--- src/rtl/counter_sequencer.sv ---
// Sequencer for an enable-gated up/down counter: derives the step tick from clk, enforces
// lo/hi bounds in four counting modes and drives the counter's enable, direction and load.
module counter_sequencer #(
    parameter int unsigned WIDTH    = 4,
    parameter int unsigned TICK_DIV = 50000000
) (
    input  logic             clk,
    input  logic             rst,
    input  logic             start,
    input  logic             stop,
    input  logic [1:0]       mode,
    input  logic [WIDTH-1:0] lo,
    input  logic [WIDTH-1:0] hi,
    input  logic [WIDTH-1:0] count,
    output logic             cnt_en,
    output logic             direction,
    output logic             load,
    output logic [WIDTH-1:0] load_val,
    output logic             busy,
    output logic             wrap,
    output logic             done,
    output logic             cfg_err
);

    localparam int unsigned DivW = (TICK_DIV > 2) ? $clog2(TICK_DIV) : 1;
    localparam logic [DivW-1:0] DivMax = DivW'(TICK_DIV - 1);

    localparam logic [1:0] ModeWrapUp   = 2'b00;
    localparam logic [1:0] ModeWrapDown = 2'b01;
    localparam logic [1:0] ModePingPong = 2'b10;
    localparam logic [1:0] ModeOneShot  = 2'b11;

    typedef enum logic [1:0] {StIdle, StLoad, StRun, StDone} state_e;

    state_e            state_q, state_d;
    logic [DivW-1:0]   div_q, div_d;
    logic              dir_q, dir_d;
    logic [1:0]        mode_q;
    logic [WIDTH-1:0]  lo_q, hi_q;
    logic              wrap_q, wrap_d;
    logic              done_q, done_d;
    logic              err_q, err_d;
    logic              accept;
    logic              tick;
    logic              at_hi, at_lo, bound_hit;

    assign accept = (state_q == StIdle) && start && (lo <= hi);
    assign tick   = (state_q == StRun) && (div_q == DivMax);
    assign at_hi  = (count == hi_q);
    assign at_lo  = (count == lo_q);

    // The bound that ends a run of steps depends on mode and, for ping-pong, on direction.
    always_comb begin
        bound_hit = at_hi;
        case (mode_q)
            ModeWrapUp:   bound_hit = at_hi;
            ModeWrapDown: bound_hit = at_lo;
            ModePingPong: bound_hit = dir_q ? at_hi : at_lo;
            default:      bound_hit = at_hi;
        endcase
    end

    always_comb begin
        state_d = state_q;
        div_d   = '0;
        dir_d   = dir_q;
        wrap_d  = 1'b0;
        done_d  = 1'b0;
        err_d   = 1'b0;
        cnt_en  = 1'b0;
        load    = 1'b0;

        case (state_q)
            StIdle: begin
                if (start) begin
                    if (lo <= hi) begin
                        state_d = StLoad;
                    end else begin
                        err_d = 1'b1;
                    end
                end
            end
            StLoad: begin
                if (stop) begin
                    state_d = StIdle;
                end else begin
                    load    = 1'b1;
                    dir_d   = (mode_q != ModeWrapDown);
                    state_d = StRun;
                end
            end
            StRun: begin
                if (stop) begin
                    state_d = StIdle;
                end else begin
                    div_d = tick ? '0 : div_q + 1'b1;
                    if (tick) begin
                        case (mode_q)
                            ModeWrapUp, ModeWrapDown: begin
                                if (bound_hit) begin
                                    load   = 1'b1;
                                    wrap_d = 1'b1;
                                end else begin
                                    cnt_en = 1'b1;
                                end
                            end
                            ModePingPong: begin
                                // Turning costs one tick: the counter dwells at the bound.
                                if (bound_hit) begin
                                    dir_d  = ~dir_q;
                                    wrap_d = 1'b1;
                                end else begin
                                    cnt_en = 1'b1;
                                end
                            end
                            ModeOneShot: begin
                                if (bound_hit) begin
                                    state_d = StDone;
                                end else begin
                                    cnt_en = 1'b1;
                                end
                            end
                            default: begin
                                cnt_en = 1'b0;
                            end
                        endcase
                    end
                end
            end
            StDone: begin
                state_d = StIdle;
                done_d  = 1'b1;
            end
            default: begin
                state_d = StIdle;
            end
        endcase

        // Reset must not let a stale state disturb the counter.
        if (rst) begin
            cnt_en = 1'b0;
            load   = 1'b0;
        end
    end

    always_ff @(posedge clk) begin
        if (rst) begin
            state_q <= StIdle;
            div_q   <= '0;
            dir_q   <= 1'b0;
            mode_q  <= '0;
            lo_q    <= '0;
            hi_q    <= '0;
            wrap_q  <= 1'b0;
            done_q  <= 1'b0;
            err_q   <= 1'b0;
        end else begin
            state_q <= state_d;
            div_q   <= div_d;
            dir_q   <= dir_d;
            wrap_q  <= wrap_d;
            done_q  <= done_d;
            err_q   <= err_d;
            if (accept) begin
                mode_q <= mode;
                lo_q   <= lo;
                hi_q   <= hi;
            end
        end
    end

    assign load_val  = (mode_q == ModeWrapDown) ? hi_q : lo_q;
    assign busy      = (state_q != StIdle);
    assign direction = dir_q;
    assign wrap      = wrap_q;
    assign done      = done_q;
    assign cfg_err   = err_q;

endmodule

--- config.mk ---
export PLATFORM = sky130hd
export DESIGN_NAME = counter_sequencer
export DESIGN_NICKNAME = d
export VERILOG_FILES = /design/src/rtl/counter_sequencer.sv
export SDC_FILE = /design/constraint.sdc
export NUM_CORES = 1
export LEC_CHECK = 0
export ABC_AREA = 1
export BUFFER_PORTS_ARGS = -buffer_cell sky130_fd_sc_hd__buf_2
export CORE_MARGIN = 2
export CORE_UTILIZATION = 63
export CTS_CLUSTER_DIAMETER = 100
export DETAILED_ROUTE_END_ITERATION = 16
export PLACE_DENSITY = 0.82
export SYNTH_ARGS = -nofsm -noshare
export SYNTH_HDL_FRONTEND = slang
export SYNTH_SLANG_ARGS = --single-unit
--- constraint.sdc ---
create_clock -name clk -period 2.66 [get_ports clk]
set_input_delay 0.532 -clock clk [delete_from_list [all_inputs] [get_ports clk]]
set_output_delay 0.532 -clock clk [all_outputs]
set_load 0.02 [all_outputs]
==> results of run 1 <==
-- kinds of logic after synthesis --
family | Yosys count | share of synthesized area (%)
DFF | 42 | 32.37
xor gates and xnor gates | 13 | 4.383
buffers and inverters | 53 | 8.622
adders and majority gates | 14 | 6.744
and+or+nand+nor | 188 | 37.48
AOI/OAI and AO/OA | 46 | 10.41
-- cell usage in the layout, fill, tap and decap left out, drive strengths merged --
master    n
buf      31
ha       14
nor3b     6
o21ai    22
clkbuf    8
xnor2     2
xor2     11
inv      47
nor3     11
clkinv    1
a211oi    2
o21bai    1
o2111ai   1
nor2     70
nand4     9
nand3    14
dfxtp    42
nand2    78
o21a      2
a21oi    18
-- worst max-delay path, cell delays in order (launching register included) --
cell                        delay [ns]
sky130_fd_sc_hd__dfxtp_1          0.37
sky130_fd_sc_hd__ha_1             0.20
sky130_fd_sc_hd__nand2_2          0.09
sky130_fd_sc_hd__nor2_4           0.13
sky130_fd_sc_hd__nand2_4          0.09
sky130_fd_sc_hd__clkinv_2         0.06
sky130_fd_sc_hd__nand2_2          0.06
sky130_fd_sc_hd__nor2_1           0.16
sky130_fd_sc_hd__o2111ai_1        0.13
sky130_fd_sc_hd__a21oi_1          0.14
sky130_fd_sc_hd__buf_2            0.18
-- final timing paths --
kind | startpoint | endpoint | cells past startpoint
worst min register to register | div_q[0]$_SDFF_PP0_ | div_q[0]$_SDFF_PP0_ | 1
worst max register to register | div_q[0]$_SDFF_PP0_ | div_q[9]$_SDFF_PP0_ | 10
worst max-delay path | div_q[0]$_SDFF_PP0_ | load | 10
worst min-delay path | rst | done$_SDFF_PP0_ | 2
-- power groups by stage --
stage	clock, mW	sequential, mW	combinational [mW]
finish	0.481	0.741	0.549
global route	0.507	0.750	0.627
CTS	0.489	0.740	0.551
detailed placement	0	0.754	0.545
global placement	0	0.751	0.531
floorplan	0	0.755	0.400
-- state kept, by name (all words and copies together) (netlist names) --
signal / count
lo_q: 4
hi_q: 4
wrap: 1
direction: 1
div_q: 26
mode_q: 2
state_q: 2
done: 1
cfg_err: 1
-- routing by layer --
layer / track usage, % / part of all wire (%) / vias up
met4: 7.500 / 1.3 / 0
met2: 47.33 / 52 / 36
met1: 29.21 / 44 / 1028
met3: 5.428 / 2.7 / 7
met5: 0 / 0 / -
li1: - / - / 1204
-- cell type report --
cell class | count | share of cell area, %
clock buffers | 8 | 3.810
inverters | 48 | 6.277
multi-input cells | 261 | 53.03
flip-flops and latches | 42 | 29.09
well taps | 50 | 2.165
repair buffers | 31 | 5.628
-- stage by stage --
step | power, mW | setup slack [ns] | util [%] | area, sq um | cells
4_1_cts | 1.780 | 0.2003 | 72.78 | 2890 | 440
6_report | 1.770 | 0.2128 | 72.78 | 2890 | 440
5_1_grt | 1.883 | 0.001784 | 72.78 | 2890 | 440
2_1_floorplan | 1.155 | 0.6078 | - | 2597 | 356
3_5_place_dp | 1.300 | 0.5344 | 70.01 | 2780 | 432
3_3_place_gp | 1.281 | 0.5516 | 70.01 | 2780 | 432
==> Flow_metrics.wiki, run 1 <==
{| class="wikitable"
! Metric !! Value
|-
| Outcome || finished, final reports clean
|-
| Wire length of the first global-routing pass || 8921 um
|-
| Number of global-route vias before repair || 2099
|-
| Gate count after technology mapping || 356
|-
| Clock transition time at the flip-flop clock pins of the worst setup and hold paths || 0.07 ns
|-
| Number of failing hold endpoints at the final stage || 0
|-
| Final ANT Viol Nets || 0
|-
| Worst Hold Margin || 0.4463 ns
|-
| Post-synth EDFFs || 0
|-
| Total routing usage reported by global routing || 25.57%
|-
| Share of synthesized registers carrying an async set or reset || 0%
|-
| Width of the chip || 68.21 um
|-
| Number of antenna violations at the first check in global routing || 0
|-
| Setup bufs post-CTS || 0
|-
| CP startpoint kind || flop
|-
| Internal power || 1.150 mW
|-
| List of most frequent post-synthesis cells || sky130_fd_sc_hd__nand2_1, sky130_fd_sc_hd__nor2_1, sky130_fd_sc_hd__inv_1, sky130_fd_sc_hd__dfxtp_1
|-
| Cells resized by post-CTS repair || 0
|-
| Hold buffer count at cts || 0
|-
| Register cell area after layout || 840.8 sq um
|-
| Area share of the largest cell type after synthesis || 32.37%
|-
| Y dimension of the die || 68.21 um
|-
| Element type at the critical path end || output port
|-
| Routed WL per cell || 12.11 um
|-
| Critical path start-end classification || flop to output port
|-
| Unrepaired setup endpoints after global routing || no
|-
| Maximum clock frequency || 408.6 MHz
|-
| Detailed Route Iter0 Violations || 99
|-
| Transition time at the pin with the least slew margin || 0.4209 ns
|-
| Switching Share || 35.02%
|-
| Worst setup skew after layout || 0.007083 ns
|-
| Arrival time reported for the critical path endpoint || 1.92 ns
|-
| Total area of multi-input combinational cells || 1533 sq um
|-
| Synth area leader || sky130_fd_sc_hd__dfxtp_1
|-
| I/O pin count || 29
|-
| Area contributors post-synth || sky130_fd_sc_hd__dfxtp_1, sky130_fd_sc_hd__nand2_1, sky130_fd_sc_hd__nor2_1, sky130_fd_sc_hd__ha_1, sky130_fd_sc_hd__inv_1
|-
| Core area || 3971 sq um
|-
| Part of the power in registers || 41.8%
|-
| Cell with the most instances after synthesis || sky130_fd_sc_hd__nand2_1
|-
| Synth Area per Inst || 7.296 sq um
|-
| Diodes inserted || 0
|-
| Relative contribution of combinational cells to total power || 31.0%
|-
| Max_cap viols || 0
|-
| Worst relative slew slack || 71.83%
|-
| Final weighted congestion in routability-driven placement || 0.8185
|-
| Number of port buffers || 28
|-
| Final Cycle Share || 92.00%
|-
| Number of warnings issued by yosys || 0
|-
| DRC violation count after routing || 0
|-
| Avg Vias per Cell || 5.170
|-
| Leakage power total || 1.248 nW
|-
| Aggregate negative setup slack || 0 ns
|-
| Number of distinct library cell variants in the gate-level netlist after synthesis || 34
|-
| Final setup vio count || 0
|-
| Total grt overflow || 0
|-
| Layout cells sized above 1 || 22.82%
|-
| Power spent charging and discharging nets || 0.6199 mW
|-
| Clock buffer count from CTS || 5
|-
| Mapped Nets || 388
|-
| CTS Buffer Depth || 2
|-
| Final HPWL DP || 4171 um
|-
| Largest voltage drop on the vdd net || 0.0005335 V
|-
| Area Growth Syn to Fin || 11.27%
|-
| Total via count after detailed routing || 2275
|-
| Sequential fraction of the synthesis area || 32.37%
|-
| Filler cells || 318
|-
| Worst skew pair latency || 0.29 ns
|-
| Final slew viol count || 0
|-
| Detailed Routing Iterations Pass 1 || 4
|-
| Combined area of all synthesized cells || 2597 sq um
|-
| Required arrival time at the worst endpoint || 2.13 ns
|-
| Critical path peak fanout || 3
|-
| Total clock sinks || 42
|-
| Die footprint || 4653 sq um
|-
| Maximum number of pins on one net before global-route repair || 19
|-
| Starting density of the core || 65.41%
|-
| Max H-tree Level || 2
|-
| Dominant synthesized flop cell || sky130_fd_sc_hd__dfxtp_1
|-
| Path category of the worst min-delay check || input port to flop
|-
| FF-to-FF setup slack || 0.74 ns
|-
| Minimum clock period after layout || 2.447 ns
|-
| Number of cell rows || 23
|-
| Total Nets Final || 421
|-
| Part of the power in the clock network || 27.2%
|-
| Clock root cell || sky130_fd_sc_hd__clkbuf_8
|-
| TritonCTS clock tree || yes
|-
| Total detailed-routing wirelength || 5330 um
|-
| Power per cell area || 612.5 nW/um^2
|-
| Synthesis-stage register bit count || 42
|}
(Power assumes the default switching activity.)
==> inputs of run 2 (changes only) <==
--- a/config.mk
+++ b/config.mk
@@ -7,11 +7,12 @@
 export LEC_CHECK = 0
 export ABC_AREA = 1
 export BUFFER_PORTS_ARGS = -buffer_cell sky130_fd_sc_hd__buf_2
+export CAP_MARGIN = 20
 export CORE_MARGIN = 2
-export CORE_UTILIZATION = 63
+export CORE_UTILIZATION = 27
 export CTS_CLUSTER_DIAMETER = 100
 export DETAILED_ROUTE_END_ITERATION = 16
-export PLACE_DENSITY = 0.82
+export PLACE_DENSITY = 0.4
 export SYNTH_ARGS = -nofsm -noshare
 export SYNTH_HDL_FRONTEND = slang
 export SYNTH_SLANG_ARGS = --single-unit
==> run 2 against run 1 <==
Non-clock buffer count unchanged. Core utilization decreased by 41 points. Via count decreased by 3.2%. Critical path depth decreased by 3. Wire length increased by 8.0%. Total power decreased by 3.4%. Global-route usage decreased by 13 points. Die area increased by 120%. Setup slack got worse by 0.00081 ns. Register-to-register slack improved by 0.09 ns. Maximum frequency about the same. Sequential power decreased by 0.7%. Critical path type unchanged. Largest cell class unchanged. Largest power group unchanged.
==> Flow_metrics.wiki, run 2 (synthesis results as in run 1) <==
{| class="wikitable"
! Metric !! Value
|-
| Leakage power total || 1.232 nW (-1.2%)
|-
| Required arrival time at the worst endpoint || 2.13 ns (about the same)
|-
| Total detailed-routing wirelength || 5758 um (+8.0%)
|-
| Transition time at the pin with the least slew margin || 0.4213 ns (+0.0003719 ns)
|-
| Worst slack at placement || 0.4232 ns (-0.1112 ns)
|-
| Wire length of the first global-routing pass || 10010 um (+12%)
|-
| Area Growth Syn to Fin || 14.21%
|-
| Minimum clock period after layout || 2.448 ns (+0.0008100 ns)
|-
| Number of port buffers || 28 (unchanged)
|-
| Critical path start-end classification || flop to output port
|-
| Number of antenna violations at the first check in global routing || 0 (unchanged)
|-
| Detailed Routing Iterations Pass 1 || 4 (unchanged)
|-
| Post-route worst setup slack || 0.2120 ns (-0.0008100 ns)
|-
| Max H-tree Level || 2 (unchanged)
|-
| Category of cells accounting for the largest share of critical-path delay || buffers and inverters
|-
| Final weighted congestion in routability-driven placement || 0.7896 (-3.5%)
|-
| Buf+Inv Stages, Crit Path || 3 (+1)
|-
| Total clock sinks || 42 (unchanged)
|-
| Width of the chip || 102.1 um (+50%)
|-
| Filler cells || 1035 (+230%)
|-
| Worst relative slew slack || 71.91% (+0.082 points)
|-
| Most frequent standard cell in the layout excluding fill and tap cells || sky130_fd_sc_hd__nand2_1
|-
| Flip-flop count of the largest register, all copies and words added || 26 (unchanged)
|-
| Maximum single-stage delay on the critical path || 0.34 ns (-0.03 ns)
|-
| Total grt overflow || 0 (unchanged)
|-
| Maximum clock frequency || 408.5 MHz (about the same)
|-
| Internal power || 1.090 mW (-5.3%)
|-
| Largest voltage drop on the vdd net || 0.0003194 V (-40%)
|-
| Clock transition time at the flip-flop clock pins of the worst setup and hold paths || 0.08 ns (about the same)
|-
| Worst skew pair latency || 0.29 ns (about the same)
|-
| Final HPWL DP || 4560 um (+9.3%)
|-
| Y dimension of the die || 102.1 um (+50%)
|-
| Part of the power in the clock network || 24.7% (-2.5 points)
|-
| DRC violation count after routing || 0 (unchanged)
|-
| Setup bufs post-CTS || 0 (unchanged)
|-
| Total routing usage reported by global routing || 12.18% (-13 points)
|-
| Diodes inserted || 0 (unchanged)
|-
| Max_cap viols || 0 (unchanged)
|-
| Total Nets Final || 421 (unchanged)
|-
| Cell mode on critical path || sky130_fd_sc_hd__inv_1
|-
| Die footprint || 10420 sq um (+120%)
|-
| Count of placed standard cells including taps || 511 (+18%)
|-
| Worst setup skew after layout || 0.004980 ns (-0.002103 ns)
|-
| Hold buffer count at cts || 0 (unchanged)
|-
| Final ANT Viol Nets || 0 (unchanged)
|-
| Element type at the critical path end || output port
|-
| Outcome || finished, final reports clean
|-
| Avg Vias per Cell || 4.261 (-18%)
|-
| CP startpoint kind || flop
|-
| Clock buffer count from CTS || 5 (unchanged)
|-
| Aggregate negative setup slack || 0 ns (unchanged)
|-
| Largest registers || div_q x26, hi_q x4, lo_q x4
|-
| Final slew viol count || 0 (unchanged)
|-
| Core area || 9284 sq um (+130%)
|-
| TritonCTS clock tree || yes
|-
| Number of cell rows || 35 (+52%)
|-
| Switching Share || 36.28% (+1.3 points)
|-
| Total via count after detailed routing || 2203 (-3.2%)
|-
| Slowest cell on the critical path || sky130_fd_sc_hd__ha_1
|-
| Fin cells || 517 (+18%)
|-
| Number of global-route vias before repair || 2154 (+2.6%)
|-
| Power spent charging and discharging nets || 0.6203 mW (about the same)
|-
| Maximum number of pins on one net before global-route repair || 27 (+8)
|-
| Path category of the worst min-delay check || input port to flop
|-
| Number of failing hold endpoints at the final stage || 0 (unchanged)
|-
| CTS Buffer Depth || 2 (unchanged)
|-
| Final Cycle Share || 92.03% (about the same)
|-
| Detailed Route Iter0 Violations || 63 (-36%)
|-
| Routed WL per cell || 11.14 um (-8.1%)
|-
| Power per cell area || 576.3 nW/um^2 (-5.9%)
|-
| Arrival time reported for the critical path endpoint || 1.92 ns (about the same)
|-
| I/O pin count || 29 (unchanged)
|-
| Reg with most FFs || div_q
|-
| Commonest cells after routing, fill and taps aside || sky130_fd_sc_hd__nand2_1, sky130_fd_sc_hd__nor2_1, sky130_fd_sc_hd__inv_1
|-
| Critical path peak fanout || 8 (+5)
|-
| Sequence of cells on the critical path || inv_1 > ha_1 > inv_1 > nor2_1 > o2111ai_1 > a21oi_1 > buf_2
|-
| Unrepaired setup endpoints after global routing || no
|-
| Part of the power in registers || 43.0% (+1.2 points)
|-
| Relative contribution of combinational cells to total power || 32.2% (+1.2 points)
|-
| Clock root cell || sky130_fd_sc_hd__clkbuf_8
|-
| Starting density of the core || 27.98% (-37 points)
|-
| Layout cells sized above 1 || 22.94% (+0.12 points)
|-
| Final setup vio count || 0 (unchanged)
|}
-- run 2: changes by cell type in the layout (fill, tap and decap cells not counted) --
cell,delta
sky130_fd_sc_hd__ha_2,+1
sky130_fd_sc_hd__nand2_2,+1
sky130_fd_sc_hd__clkbuf_8,-2
sky130_fd_sc_hd__nand2_1,-1
sky130_fd_sc_hd__ha_1,-1
-- run 2: area by class of cell --
type	instances	area [sq um]	area share (%)
Inverter	48	181.4	6.116
Timing Repair Buffer	31	162.7	5.483
Tap cell	129	161.4	5.441
Clock buffer	6	82.58	2.784
Multi-Input combinational cell	261	1538	51.83
Sequential cell	42	840.8	28.34
-- run 2: per-stage QoR --
| stage | power, mW | area (sq um) | hold WS (ns) | utilization (%) |
|---|---|---|---|---|
| 2_1_floorplan | 1.155 | 2597 | 0.4274 | - |
| 3_3_place_gp | 1.312 | 2879 | 0.4404 | 31.01 |
| 3_5_place_dp | 1.310 | 2879 | 0.4421 | 31.01 |
| 4_1_cts | 1.745 | 2962 | 0.4465 | 31.90 |
| 5_1_grt | 1.851 | 2967 | 0.4370 | 31.95 |
| 6_report | 1.710 | 2967 | 0.4448 | 31.95 |
-- run 2: what timing repair did --
| item | CTS | global route |
|---|---|---|
| endpoints found under the setup margin | 0 | 1 |
| hold endpoints to repair | 0 | 0 |
| gates resized for setup | 0 | 2 |
-- run 2: per-layer routing --
metal	GRT usage [%]	wire (um)	vias to the layer above
met5	0	0	-
met4	3.385	48	0
met3	2.736	144	4
met2	19.33	2564	23
met1	16.66	3001	975
li1	-	-	1201
-- run 2: power groups by stage --
stage	Combinational (mW)	Sequential, mW	Clock (mW)
2_1_floorplan	0.400	0.755	0
3_3_place_gp	0.559	0.753	0
3_5_place_dp	0.558	0.752	0
4_1_cts	0.560	0.738	0.447
5_1_grt	0.636	0.750	0.466
6_report	0.551	0.736	0.423
-- run 2: path summary, 6_finish.rpt --
check,cells past startpoint,end,start,slack [ns]
worst max register to register,8,div_q[19]$_SDFF_PP0_,state_q[0]$_SDFFE_PP0P_,0.83
worst max-delay path,7,load,state_q[0]$_SDFFE_PP0P_,0.21
worst min register to register,1,div_q[0]$_SDFF_PP0_,div_q[0]$_SDFF_PP0_,0.46
worst min-delay path,2,done$_SDFF_PP0_,rst,0.44
